$ cat config.mk
export PLATFORM = sky130hd
export DESIGN_NAME = seg_scan_ctrl
export DESIGN_NICKNAME = d
export VERILOG_FILES = /design/src/rtl/seg_pkg.sv /design/src/rtl/seg_decoder.sv /design/src/rtl/seg_scan_ctrl.sv
export SDC_FILE = /design/constraint.sdc
export NUM_CORES = 1
export LEC_CHECK = 0
export CORE_MARGIN = 5
export CORE_UTILIZATION = 50
export CTS_CLUSTER_DIAMETER = 40
export DETAILED_ROUTE_END_ITERATION = 6
export PLACE_DENSITY = 0.77
export RECOVER_POWER = 25
export SLEW_MARGIN = 20
export SYNTH_ARGS = -nofsm -noshare
export SYNTH_HDL_FRONTEND = slang
export SYNTH_SLANG_ARGS = --single-unit
$ cat constraint.sdc
create_clock -name clk_in -period 2.2 [get_ports clk_in]
set_input_delay 0.44 -clock clk_in [delete_from_list [all_inputs] [get_ports clk_in]]
set_output_delay 0.44 -clock clk_in [all_outputs]
set_load 0.03 [all_outputs]
$ cat src/rtl/seg_pkg.sv
// ----------------------------------------------------------------------------
// seg_pkg
// Shared definitions for the seven-segment display blocks.
//   - 4-bit display code constants (0-9 are decimal digits)
//   - 7-bit active-low segment patterns, bit order {g,f,e,d,c,b,a}
//   - is_lead_blank(): true for codes that count as "zero or blank" when
//     leading-zero suppression scans from the most significant digit
// ----------------------------------------------------------------------------
package seg_pkg;

    typedef logic [3:0] seg_code_t;
    typedef logic [6:0] seg_pattern_t;

    localparam seg_code_t SEG_CODE_ZERO   = 4'd0;
    localparam seg_code_t SEG_CODE_MINUS  = 4'd10;
    localparam seg_code_t SEG_CODE_BLANK  = 4'd11;
    localparam seg_code_t SEG_CODE_E      = 4'd12;
    localparam seg_code_t SEG_CODE_R      = 4'd13;
    localparam seg_code_t SEG_CODE_P      = 4'd14;
    localparam seg_code_t SEG_CODE_BLANK2 = 4'd15;

    // Active-low: a 0 bit lights the segment.
    localparam seg_pattern_t SEG_PAT_0     = 7'h40;
    localparam seg_pattern_t SEG_PAT_1     = 7'h79;
    localparam seg_pattern_t SEG_PAT_2     = 7'h24;
    localparam seg_pattern_t SEG_PAT_3     = 7'h30;
    localparam seg_pattern_t SEG_PAT_4     = 7'h19;
    localparam seg_pattern_t SEG_PAT_5     = 7'h12;
    localparam seg_pattern_t SEG_PAT_6     = 7'h02;
    localparam seg_pattern_t SEG_PAT_7     = 7'h78;
    localparam seg_pattern_t SEG_PAT_8     = 7'h00;
    localparam seg_pattern_t SEG_PAT_9     = 7'h10;
    localparam seg_pattern_t SEG_PAT_MINUS = 7'h3F;
    localparam seg_pattern_t SEG_PAT_E     = 7'h06;
    localparam seg_pattern_t SEG_PAT_R     = 7'h2F;
    localparam seg_pattern_t SEG_PAT_P     = 7'h0C;
    localparam seg_pattern_t SEG_PAT_BLANK = 7'h7F;

    function automatic logic is_lead_blank(input seg_code_t code);
        return (code == SEG_CODE_ZERO) || (code == SEG_CODE_BLANK) ||
               (code == SEG_CODE_BLANK2);
    endfunction

endpackage

$ cat src/rtl/seg_decoder.sv
// ----------------------------------------------------------------------------
// seg_decoder
// Combinational 4-bit display code to active-low seven-segment pattern.
// Ports:
//   code     in  4  display code (0-9, 10 minus, 11 blank, 12 E, 13 r,
//                   14 P, 15 blank)
//   segments out 7  active-low {g,f,e,d,c,b,a}
// ----------------------------------------------------------------------------
module seg_decoder
    import seg_pkg::*;
(
    input  logic [3:0] code,
    output logic [6:0] segments
);

    always_comb begin
        segments = SEG_PAT_BLANK;
        case (code)
            4'd0:           segments = SEG_PAT_0;
            4'd1:           segments = SEG_PAT_1;
            4'd2:           segments = SEG_PAT_2;
            4'd3:           segments = SEG_PAT_3;
            4'd4:           segments = SEG_PAT_4;
            4'd5:           segments = SEG_PAT_5;
            4'd6:           segments = SEG_PAT_6;
            4'd7:           segments = SEG_PAT_7;
            4'd8:           segments = SEG_PAT_8;
            4'd9:           segments = SEG_PAT_9;
            SEG_CODE_MINUS: segments = SEG_PAT_MINUS;
            SEG_CODE_E:     segments = SEG_PAT_E;
            SEG_CODE_R:     segments = SEG_PAT_R;
            SEG_CODE_P:     segments = SEG_PAT_P;
            default:        segments = SEG_PAT_BLANK;
        endcase
    end

endmodule

$ cat src/rtl/seg_scan_ctrl.sv
// ----------------------------------------------------------------------------
// seg_scan_ctrl
// Time-multiplexed common-anode seven-segment controller with anti-ghost
// blanking, per-digit enable/blink, leading-zero suppression and
// frame-synchronous (tear-free) updates.
//
// Optional feature macro: SEG_BRIGHTNESS_EN adds a 4-bit brightness input
// that PWM-gates the lit part of each slot.
//
// Ports:
//   clk_in      in   1             system clock
//   reset       in   1             synchronous, active-low reset
//   load        in   1             strobe: capture code/enable/blink to shadow
//   digit_code  in   4*NUM_DIGITS  digit i at [4i+3:4i], digit 0 rightmost
//   digit_en    in   NUM_DIGITS    1 = digit may light
//   blink_mask  in   NUM_DIGITS    1 = digit blinks
//   lz_suppress in   1             1 = blank leading zeros (live)
//   brightness  in   4             (SEG_BRIGHTNESS_EN only) PWM duty, 15=full
//   anode       out  NUM_DIGITS    active-low digit select
//   cathode     out  7             active-low segments {g,f,e,d,c,b,a}
//   frame_done  out  1             pulse during the final cycle of a frame
// ----------------------------------------------------------------------------
module seg_scan_ctrl
    import seg_pkg::*;
#(
    parameter int NUM_DIGITS   = 8,
    parameter int REFRESH_DIV  = 100000,
    parameter int BLANK_CYCLES = 16,
    parameter int BLINK_DIV    = 25000000
) (
    input  logic                    clk_in,
    input  logic                    reset,
    input  logic                    load,
    input  logic [4*NUM_DIGITS-1:0] digit_code,
    input  logic [NUM_DIGITS-1:0]   digit_en,
    input  logic [NUM_DIGITS-1:0]   blink_mask,
    input  logic                    lz_suppress,
`ifdef SEG_BRIGHTNESS_EN
    input  logic [3:0]              brightness,
`endif
    output logic [NUM_DIGITS-1:0]   anode,
    output logic [6:0]              cathode,
    output logic                    frame_done
);

    localparam int PW = $clog2(REFRESH_DIV);
    localparam int SW = $clog2(NUM_DIGITS);
    localparam int BW = (BLINK_DIV > 1) ? $clog2(BLINK_DIV) : 1;

    localparam logic [PW-1:0] PRESC_LAST     = PW'(REFRESH_DIV - 1);
    localparam logic [PW-1:0] PRESC_PRE_LAST = PW'(REFRESH_DIV - 2);
    localparam logic [PW-1:0] BLANK_LIMIT    = PW'(BLANK_CYCLES);
    localparam logic [SW-1:0] SLOT_LAST      = SW'(NUM_DIGITS - 1);
    localparam logic [BW-1:0] BLINK_LAST     = BW'(BLINK_DIV - 1);

    // Timing state
    logic [PW-1:0] presc_reg;
    logic [SW-1:0] slot_reg;
    logic [BW-1:0] blink_cnt_reg;
    logic          blink_phase_reg;     // 0 = blinking digits lit
    logic          frame_done_reg;

    // Display data: shadow takes loads, active feeds the scan
    logic [NUM_DIGITS-1:0][3:0] shadow_code_reg;
    logic [NUM_DIGITS-1:0]      shadow_en_reg;
    logic [NUM_DIGITS-1:0]      shadow_blink_reg;
    logic [NUM_DIGITS-1:0][3:0] active_code_reg;
    logic [NUM_DIGITS-1:0]      active_en_reg;
    logic [NUM_DIGITS-1:0]      active_blink_reg;
    logic                       pending_reg;

    logic [NUM_DIGITS-1:0] anode_reg;
    logic [6:0]            cathode_reg;

    // Derived combinational signals
    logic                  presc_wrap;
    logic                  slot_is_last;
    logic                  frame_wrap;
    logic [NUM_DIGITS-1:0] slot_onehot;
    logic [NUM_DIGITS-1:0] suppress;
    logic                  lead_run;
    logic [3:0]            slot_code;
    logic [6:0]            slot_pattern;
    logic                  digit_lit;
    logic                  pwm_on;
    logic [NUM_DIGITS-1:0] anode_next;
    logic [6:0]            cathode_next;

    assign presc_wrap   = (presc_reg == PRESC_LAST);
    assign slot_is_last = (slot_reg == SLOT_LAST);
    assign frame_wrap   = presc_wrap && slot_is_last;

    genvar gi;
    generate
        for (gi = 0; gi < NUM_DIGITS; gi++) begin : g_onehot
            assign slot_onehot[gi] = (slot_reg == SW'(gi));
        end
    endgenerate

    // Walk down from the most significant digit; a digit is suppressed while
    // every digit above it (and itself) is zero/blank. Digit 0 always shows.
    always_comb begin
        lead_run = 1'b1;
        suppress = '0;
        for (int i = NUM_DIGITS - 1; i >= 1; i--) begin
            lead_run    = lead_run & is_lead_blank(active_code_reg[i]);
            suppress[i] = lz_suppress & lead_run;
        end
    end

    assign slot_code = active_code_reg[slot_reg];

    seg_decoder u_decoder (
        .code     (slot_code),
        .segments (slot_pattern)
    );

    assign digit_lit = active_en_reg[slot_reg]
                     & ~(active_blink_reg[slot_reg] & blink_phase_reg)
                     & ~suppress[slot_reg];

`ifdef SEG_BRIGHTNESS_EN
    logic [3:0] presc_lo;
    generate
        if (PW >= 4) begin : g_presc_wide
            assign presc_lo = presc_reg[3:0];
        end else begin : g_presc_narrow
            assign presc_lo = {{(4 - PW){1'b0}}, presc_reg};
        end
    endgenerate
    assign pwm_on = (brightness == 4'hF) || (presc_lo < brightness);
`else
    assign pwm_on = 1'b1;
`endif

    // Segments are driven for a lit digit through the whole slot, including
    // the blanking window, so they settle before the anode turns on.
    always_comb begin
        anode_next   = '1;
        cathode_next = SEG_PAT_BLANK;
        if (digit_lit) begin
            cathode_next = slot_pattern;
            if ((presc_reg >= BLANK_LIMIT) && pwm_on) begin
                anode_next = ~slot_onehot;
            end
        end
    end

    always_ff @(posedge clk_in) begin
        if (!reset) begin
            presc_reg        <= '0;
            slot_reg         <= '0;
            blink_cnt_reg    <= '0;
            blink_phase_reg  <= 1'b0;
            frame_done_reg   <= 1'b0;
            shadow_code_reg  <= {NUM_DIGITS{SEG_CODE_BLANK}};
            shadow_en_reg    <= '0;
            shadow_blink_reg <= '0;
            active_code_reg  <= {NUM_DIGITS{SEG_CODE_BLANK}};
            active_en_reg    <= '0;
            active_blink_reg <= '0;
            pending_reg      <= 1'b0;
            anode_reg        <= '1;
            cathode_reg      <= SEG_PAT_BLANK;
        end else begin
            if (presc_wrap) begin
                presc_reg <= '0;
                slot_reg  <= slot_is_last ? '0 : slot_reg + SW'(1);
            end else begin
                presc_reg <= presc_reg + PW'(1);
            end

            if (blink_cnt_reg == BLINK_LAST) begin
                blink_cnt_reg   <= '0;
                blink_phase_reg <= ~blink_phase_reg;
            end else begin
                blink_cnt_reg <= blink_cnt_reg + BW'(1);
            end

            // Registered one cycle early so the pulse lines up with the
            // final cycle of the last slot.
            frame_done_reg <= (presc_reg == PRESC_PRE_LAST) && slot_is_last;

            if (frame_wrap && pending_reg) begin
                active_code_reg  <= shadow_code_reg;
                active_en_reg    <= shadow_en_reg;
                active_blink_reg <= shadow_blink_reg;
                pending_reg      <= 1'b0;
            end

            // A load on the transfer cycle wins: the old shadow moves to
            // active and the new values wait for the next frame.
            if (load) begin
                shadow_code_reg  <= digit_code;
                shadow_en_reg    <= digit_en;
                shadow_blink_reg <= blink_mask;
                pending_reg      <= 1'b1;
            end

            anode_reg   <= anode_next;
            cathode_reg <= cathode_next;
        end
    end

    assign anode      = anode_reg;
    assign cathode    = cathode_reg;
    assign frame_done = frame_done_reg;

endmodule

* Word-level counts from Yosys, hierarchy flattened
Memory sizes are Yosys's and may differ from the RTL's. A register that Yosys moved wholly into a read port is not among the register bits.
Index checks and enable logic that the tools add are counted.
** Storage, ports and cells
- Bits of input ports :: 52
- Output and inout bits :: 16
- Memories kept :: 1
- Bits in registers :: 152
- Memory bits (read-only) :: 112
- Logic and storage cells :: 120
** Memory list
- (no name shown) :: words 16, width 7, rd ports 1, clocked after memory_dff 1, write ports 0, line seg_decoder.sv:18 : case (code)
** Cells by class
- Muxes and demuxes :: 11
- Reductions and logical operators :: 31
- Eq/ne operators :: 24
- Bitwise gates (word level) :: 21
- Add/sub/neg operators :: 3
- $lt $le $gt $ge :: 2
** Operators by type and width (number)
- 4-bit equality test (second input constant) :: 14
- 17-bit equality test (second input constant) :: 2
- 4-bit zero test :: 7
- 25-bit by 1-bit adder with 25-bit output (second input constant) :: 1
- 25-bit equality test (second input constant) :: 1
- 17-bit by 1-bit adder with 17-bit output (second input constant) :: 1
- 17-bit by 5-bit >= comparator with 1-bit output (second input constant) :: 1
- 1-bit bitwise AND :: 16
- 1-bit logical OR :: 14
- 4-bit binary-select mux with 3-bit select :: 1
- 3-bit equality test (second input constant) :: 4
- 1-bit binary-select mux with 3-bit select :: 3
- 8-bit NOT :: 1
- 3-bit by 2-bit equality test with 1-bit output (second input constant) :: 2
- 1-bit two-way mux :: 5
- 3-bit by 4-bit less-than comparator with 1-bit output (second input constant) :: 1
- 4-bit two-way mux :: 1
- 1-bit NOT :: 4
- 2-bit OR reduction :: 2
- 3-bit by 1-bit adder with 3-bit output (second input constant) :: 1
- 3-bit by 1-bit equality test with 1-bit output (second input constant) :: 1
- 1-bit logical AND :: 3
- 3-bit zero test :: 1
- 3-bit two-way mux :: 1
- other kinds (4) :: 4

* Depth between registers and ports, before layout
- Depth in word-level cells :: 16
- Mapped depth :: 10
- Gate-level depth less buffers :: 8

* Modules after synthesis
From an unflattened synthesis, not the netlist that was laid out.
** Unflattened totals
- Cells, all modules :: 689
- Area, all modules :: 6735.2 µm²
** By module, submodules not included
- seg_scan_ctrl :: instances 1, area an instance 6492.5 µm², seq. area each 3183.1 µm², cells an instance 655
- seg_decoder :: instances 1, area an instance 242.7 µm², seq. area each 0.0 µm², cells an instance 34

* Worst setup path before layout
No wires, ideal clock.
- Kind :: reg-to-reg
- Start point :: register slot_reg[0]
- End point :: register cathode_reg[3], in the netlist cathode[3]
- Stages on the path, launching flop included :: 10
- Path buffers :: 2
- Slack :: -16 ps
- Data arrival time :: 2087 ps
- Library setup time :: 129 ps
- Cells stage by stage :: dfxtp_1 > buf_6 > clkbuf_8 > mux4_2 > mux2i_1 > inv_1 > ha_1 > nand2b_1 > o211ai_1 > o211ai_1
** On the way
- Word-level cells in the longest chain between the ends :: 8
** Ends and longest elaborated chain
- start, declared :: line seg_scan_ctrl.sv:58 : logic [SW-1:0] slot_reg;
- start signal, assigned :: line seg_scan_ctrl.sv:168 : slot_reg <= slot_is_last ? '0 : slot_reg + SW'(1);
- 1-bit binary-select mux with 3-bit select :: line seg_scan_ctrl.sv:119 : & ~(active_blink_reg[slot_reg] & blink_phase_reg)
- 1-bit two-way mux (implied by the code) :: line seg_scan_ctrl.sv:119
- 1-bit bitwise AND :: line seg_scan_ctrl.sv:119
- 1-bit NOT :: line seg_scan_ctrl.sv:119
- 1-bit bitwise AND :: line seg_scan_ctrl.sv:119
- 1-bit bitwise AND :: line seg_scan_ctrl.sv:120 : & ~suppress[slot_reg];
- 2-bit AND reduction (no source line)
- 1-bit zero test (no source line)
- end, declared :: line seg_scan_ctrl.sv:73 : logic [6:0] cathode_reg;
Parallel ways exist; a longest one is shown, timed or not. The select of a mux whose other input is x is not followed.
A chain may end at the register's enable or synchronous reset.

* Worst setup path after layout
Ends and elaborated chain as after synthesis.

==> results.json <==
{
  "drtIter0Drc": 501,
  "ant_nets": 0,
  "crit_fanout": 5,
  "globalplace.congestion": 0.915,
  "clock_skew_ps": 9.65,
  "grt_usage": 0.185,
  "synth_fp_nets": 795,
  "synthTopCellsByArea": "dfxtp_1 (47%), nand2_1 (7.9%), mux2i_1 (7.7%), nor2_1 (4.5%), nand3_1 (3.0%)",
  "drv_slew": 0,
  "grt_overflow": 0,
  "ff2ff_setup_slack_ps": 90,
  "num_rows": 42,
  "vias_per_cell": 5.38,
  "grt_max_degree": 54,
  "sequentialPowerShare": 0.466,
  "cp.arrival_ps": 2460,
  "maxSlewHeadroom": 0.434,
  "yosysTopAreaCell": "dfxtp_1",
  "finalWorstSetupSlack_ps": 87.7,
  "place_inst": 953,
  "cts_root_buf": "clkbuf_16",
  "ctsHtreeMaxLevel": 4,
  "antenna_found_initial": 0,
  "clkPwrFrac": 0.491,
  "ff2ff_path_depth": 8,
  "endpoint_kind": "register",
  "fin_crit_ps": 2110,
  "post_synth.cell_area_avg_um2": 9.29,
  "cts-hold-fix-buffers": 0,
  "dieArea_um2": 15900,
  "vias": 5328,
  "io-pin-count": 68,
  "swShare": 0.195,
  "drc": 0,
  "cts_sinks": 159,
  "min_path_type": "primary input to register",
  "layoutNonFillerInstCount": 990,
  "synth_edf_count": 0,
  "die_w_um": 126,
  "synthCells": 728,
  "p_leak_nw": 3.30,
  "fill_cells": 1087,
  "drive_gt1_frac": 0.108,
  "layout.nets": 871,
  "drt_wl_total_um": 14600,
  "holdPathStages": 2,
  "internal_power_mw": 5.14,
  "critPathLaunchType": "register",
  "initial_utilization": 0.511,
  "portBuffers": 67,
  "grt_pass1_wl_um": 24400,
  "ys_warn_count": 0,
  "power_frac_comb": 0.043,
  "fmax_ghz": 0.473,
  "grt_setup_unrepaired": "true",
  "dp_hpwl_um": 10200,
  "status": "finished clean",
  "seq_area_frac_synth": 0.471,
  "pre_cts_slack_ps": -49.4,
  "cp-endpoint": "cathode[3]$_SDFF_PN1_",
  "pwr_density_cell_nw_per_um2": 763,
  "yosysTopAreaCellShare": 0.471,
  "startpoint": "slot_reg[0]$_SDFFE_PN0N_",
  "rr_startpoint": "slot_reg[0]$_SDFFE_PN0N_",
  "p_switching_mw": 1.25,
  "synth.ff_latch_count": 159,
  "area_growth_pct": 23.9,
  "clockBufferDepth": 2,
  "hold_violations": 0,
  "core_area_um2": 13200,
  "synth_cell_types": 53,
  "cts_buffers": 17,
  "cp_data_required_time_ps": 2550,
  "antennaDiodeCount": 0,
  "setup_viol": 0,
  "fin_crit_sh": 0.960,
  "worstSetupPathType": "register to register",
  "path_clk_slew_ps": 60,
  "fp.dieH_um": 126,
  "drv_cap": 0,
  "insertion_delay_ps": 430,
  "wire_per_inst_um": 14.8,
  "syn_area_um2": 6760,
  "synthArstFlopShare": 0,
  "drtPass1Iterations": 5,
  "cts_tree": "yes",
  "r2r-end": "cathode[3]$_SDFF_PN1_",
  "worst_pin_slew_ps": 849,
  "first_global_vias": 5165,
  "ys.flop_type": "dfxtp_1",
  "ir_worst_vdd_uv": 547
}
placed cells by master (no fill, tap or decap), drive strengths merged, types with 18 or more instances in the layout:
| master | synthesis | layout |
|---|---|---|
| a21oi | 28 | 28 |
| buf | 18 | 33 |
| clkbuf | 26 | 24 |
| clkdlybuf4s50 | 0 | 65 |
| dfxtp | 159 | 159 |
| mux2i | 54 | 54 |
| nand2 | 142 | 142 |
| nand3 | 41 | 41 |
| nand4 | 19 | 19 |
| nor2 | 81 | 81 |
| xnor2 | 21 | 21 |
| xor2 | 18 | 18 |
through the flow:
| stage | area [um^2] | util | power [mW] | hold WS [ps] | TNS [ps] |
|---|---|---|---|---|---|
| floorplan | 6770 | - | 3.19 | 410 | 0 |
| global placement | 7630 | 0.576 | 3.31 | 421 | 0 |
| detailed placement | 7630 | 0.576 | 3.32 | 431 | -307 |
| CTS | 8280 | 0.625 | 6.45 | 355 | 0 |
| global route | 8380 | 0.633 | 6.61 | 374 | -49.9 |
| finish | 8380 | 0.633 | 6.39 | 372 | 0 |
power by group through the flow:
| stage | sequential [mW] | combinational [mW] | clock (mW) |
|---|---|---|---|
| finish | 2.98 | 0.274 | 3.14 |
| global route | 2.99 | 0.302 | 3.32 |
| CTS | 2.98 | 0.276 | 3.19 |
| detailed placement | 3.05 | 0.275 | 0 |
| global placement | 3.04 | 0.263 | 0 |
| floorplan | 3.03 | 0.158 | 0 |
what timing repair did:
action                                 in CTS  in global routing
setup endpoints to repair                  12                 18
cloned                                      0                  2
buffers inserted                            1                  5
gates resized for setup                     0                 11
endpoints found under the hold margin       0                  0
metal layers:
metal / up-vias / track usage / part of all wire
li1: 2630 / - / -
met1: 2509 / 0.244 / 0.45
met2: 160 / 0.294 / 0.48
met3: 29 / 0.0454 / 0.050
met4: 0 / 0.0757 / 0.024
met5: - / 0 / 0
worst max-delay path, stage by stage (launching register included):
cell and delay, ps:
dfxtp_4 380, buf_12 130, mux4_1 590, mux2i_4 200, buf_4 160, ha_1 230, nand2_1 110, o21ai_0 90
o211ai_1 150
worst min path at each step:
stage / startpoint / endpoint / slack [ps]
after floorplan: blink_cnt_reg[0]$_SDFF_PP0_ / blink_cnt_reg[0]$_SDFF_PP0_ / 410
after global placement: blink_cnt_reg[0]$_SDFF_PP0_ / blink_cnt_reg[0]$_SDFF_PP0_ / 420
after detailed placement: blink_cnt_reg[0]$_SDFF_PP0_ / blink_cnt_reg[0]$_SDFF_PP0_ / 430
after CTS: reset / pending_reg$_SDFFE_PN0P_ / 350
after global routing: reset / pending_reg$_SDFFE_PN0P_ / 370
final: reset / pending_reg$_SDFFE_PN0P_ / 370
Yosys cell counts, drive strengths merged (7+ instances only):
master and n:
nor2 81, nand3 41, mux4 12, a21oi 28, buf 18, xnor2 21, nand2 142, nor3 12
mux2i 54, dfxtp 159, nand4 19, inv 17, nor4 13, clkbuf 26, and2 7, ha 15
xor2 18
cell families (layout without fill, tap and decap cells):
kind of cell | after synthesis | count (layout) | share of synthesized area
mux | 67 | 67 | 0.128
simple gates | 334 | 334 | 0.221
buf+inv | 61 | 147 | 0.0507
fa+ha+maj | 15 | 15 | 0.0278
compound gates | 53 | 53 | 0.0513
xor+xnor | 39 | 39 | 0.0505
flops | 159 | 159 | 0.471
final cells by class:
type                       instances  area [um^2]  area share
sequential                       159         3190       0.380
clock buffer                      22          464      0.0554
multi-input combinational        508         3250       0.388
tap                              176          220      0.0263
timing repair buffer             101         1030       0.124
clock inverter                     7          160      0.0191
inverter                          17         63.8     0.00762
Note: power is estimated with default switching activity, not from simulation.
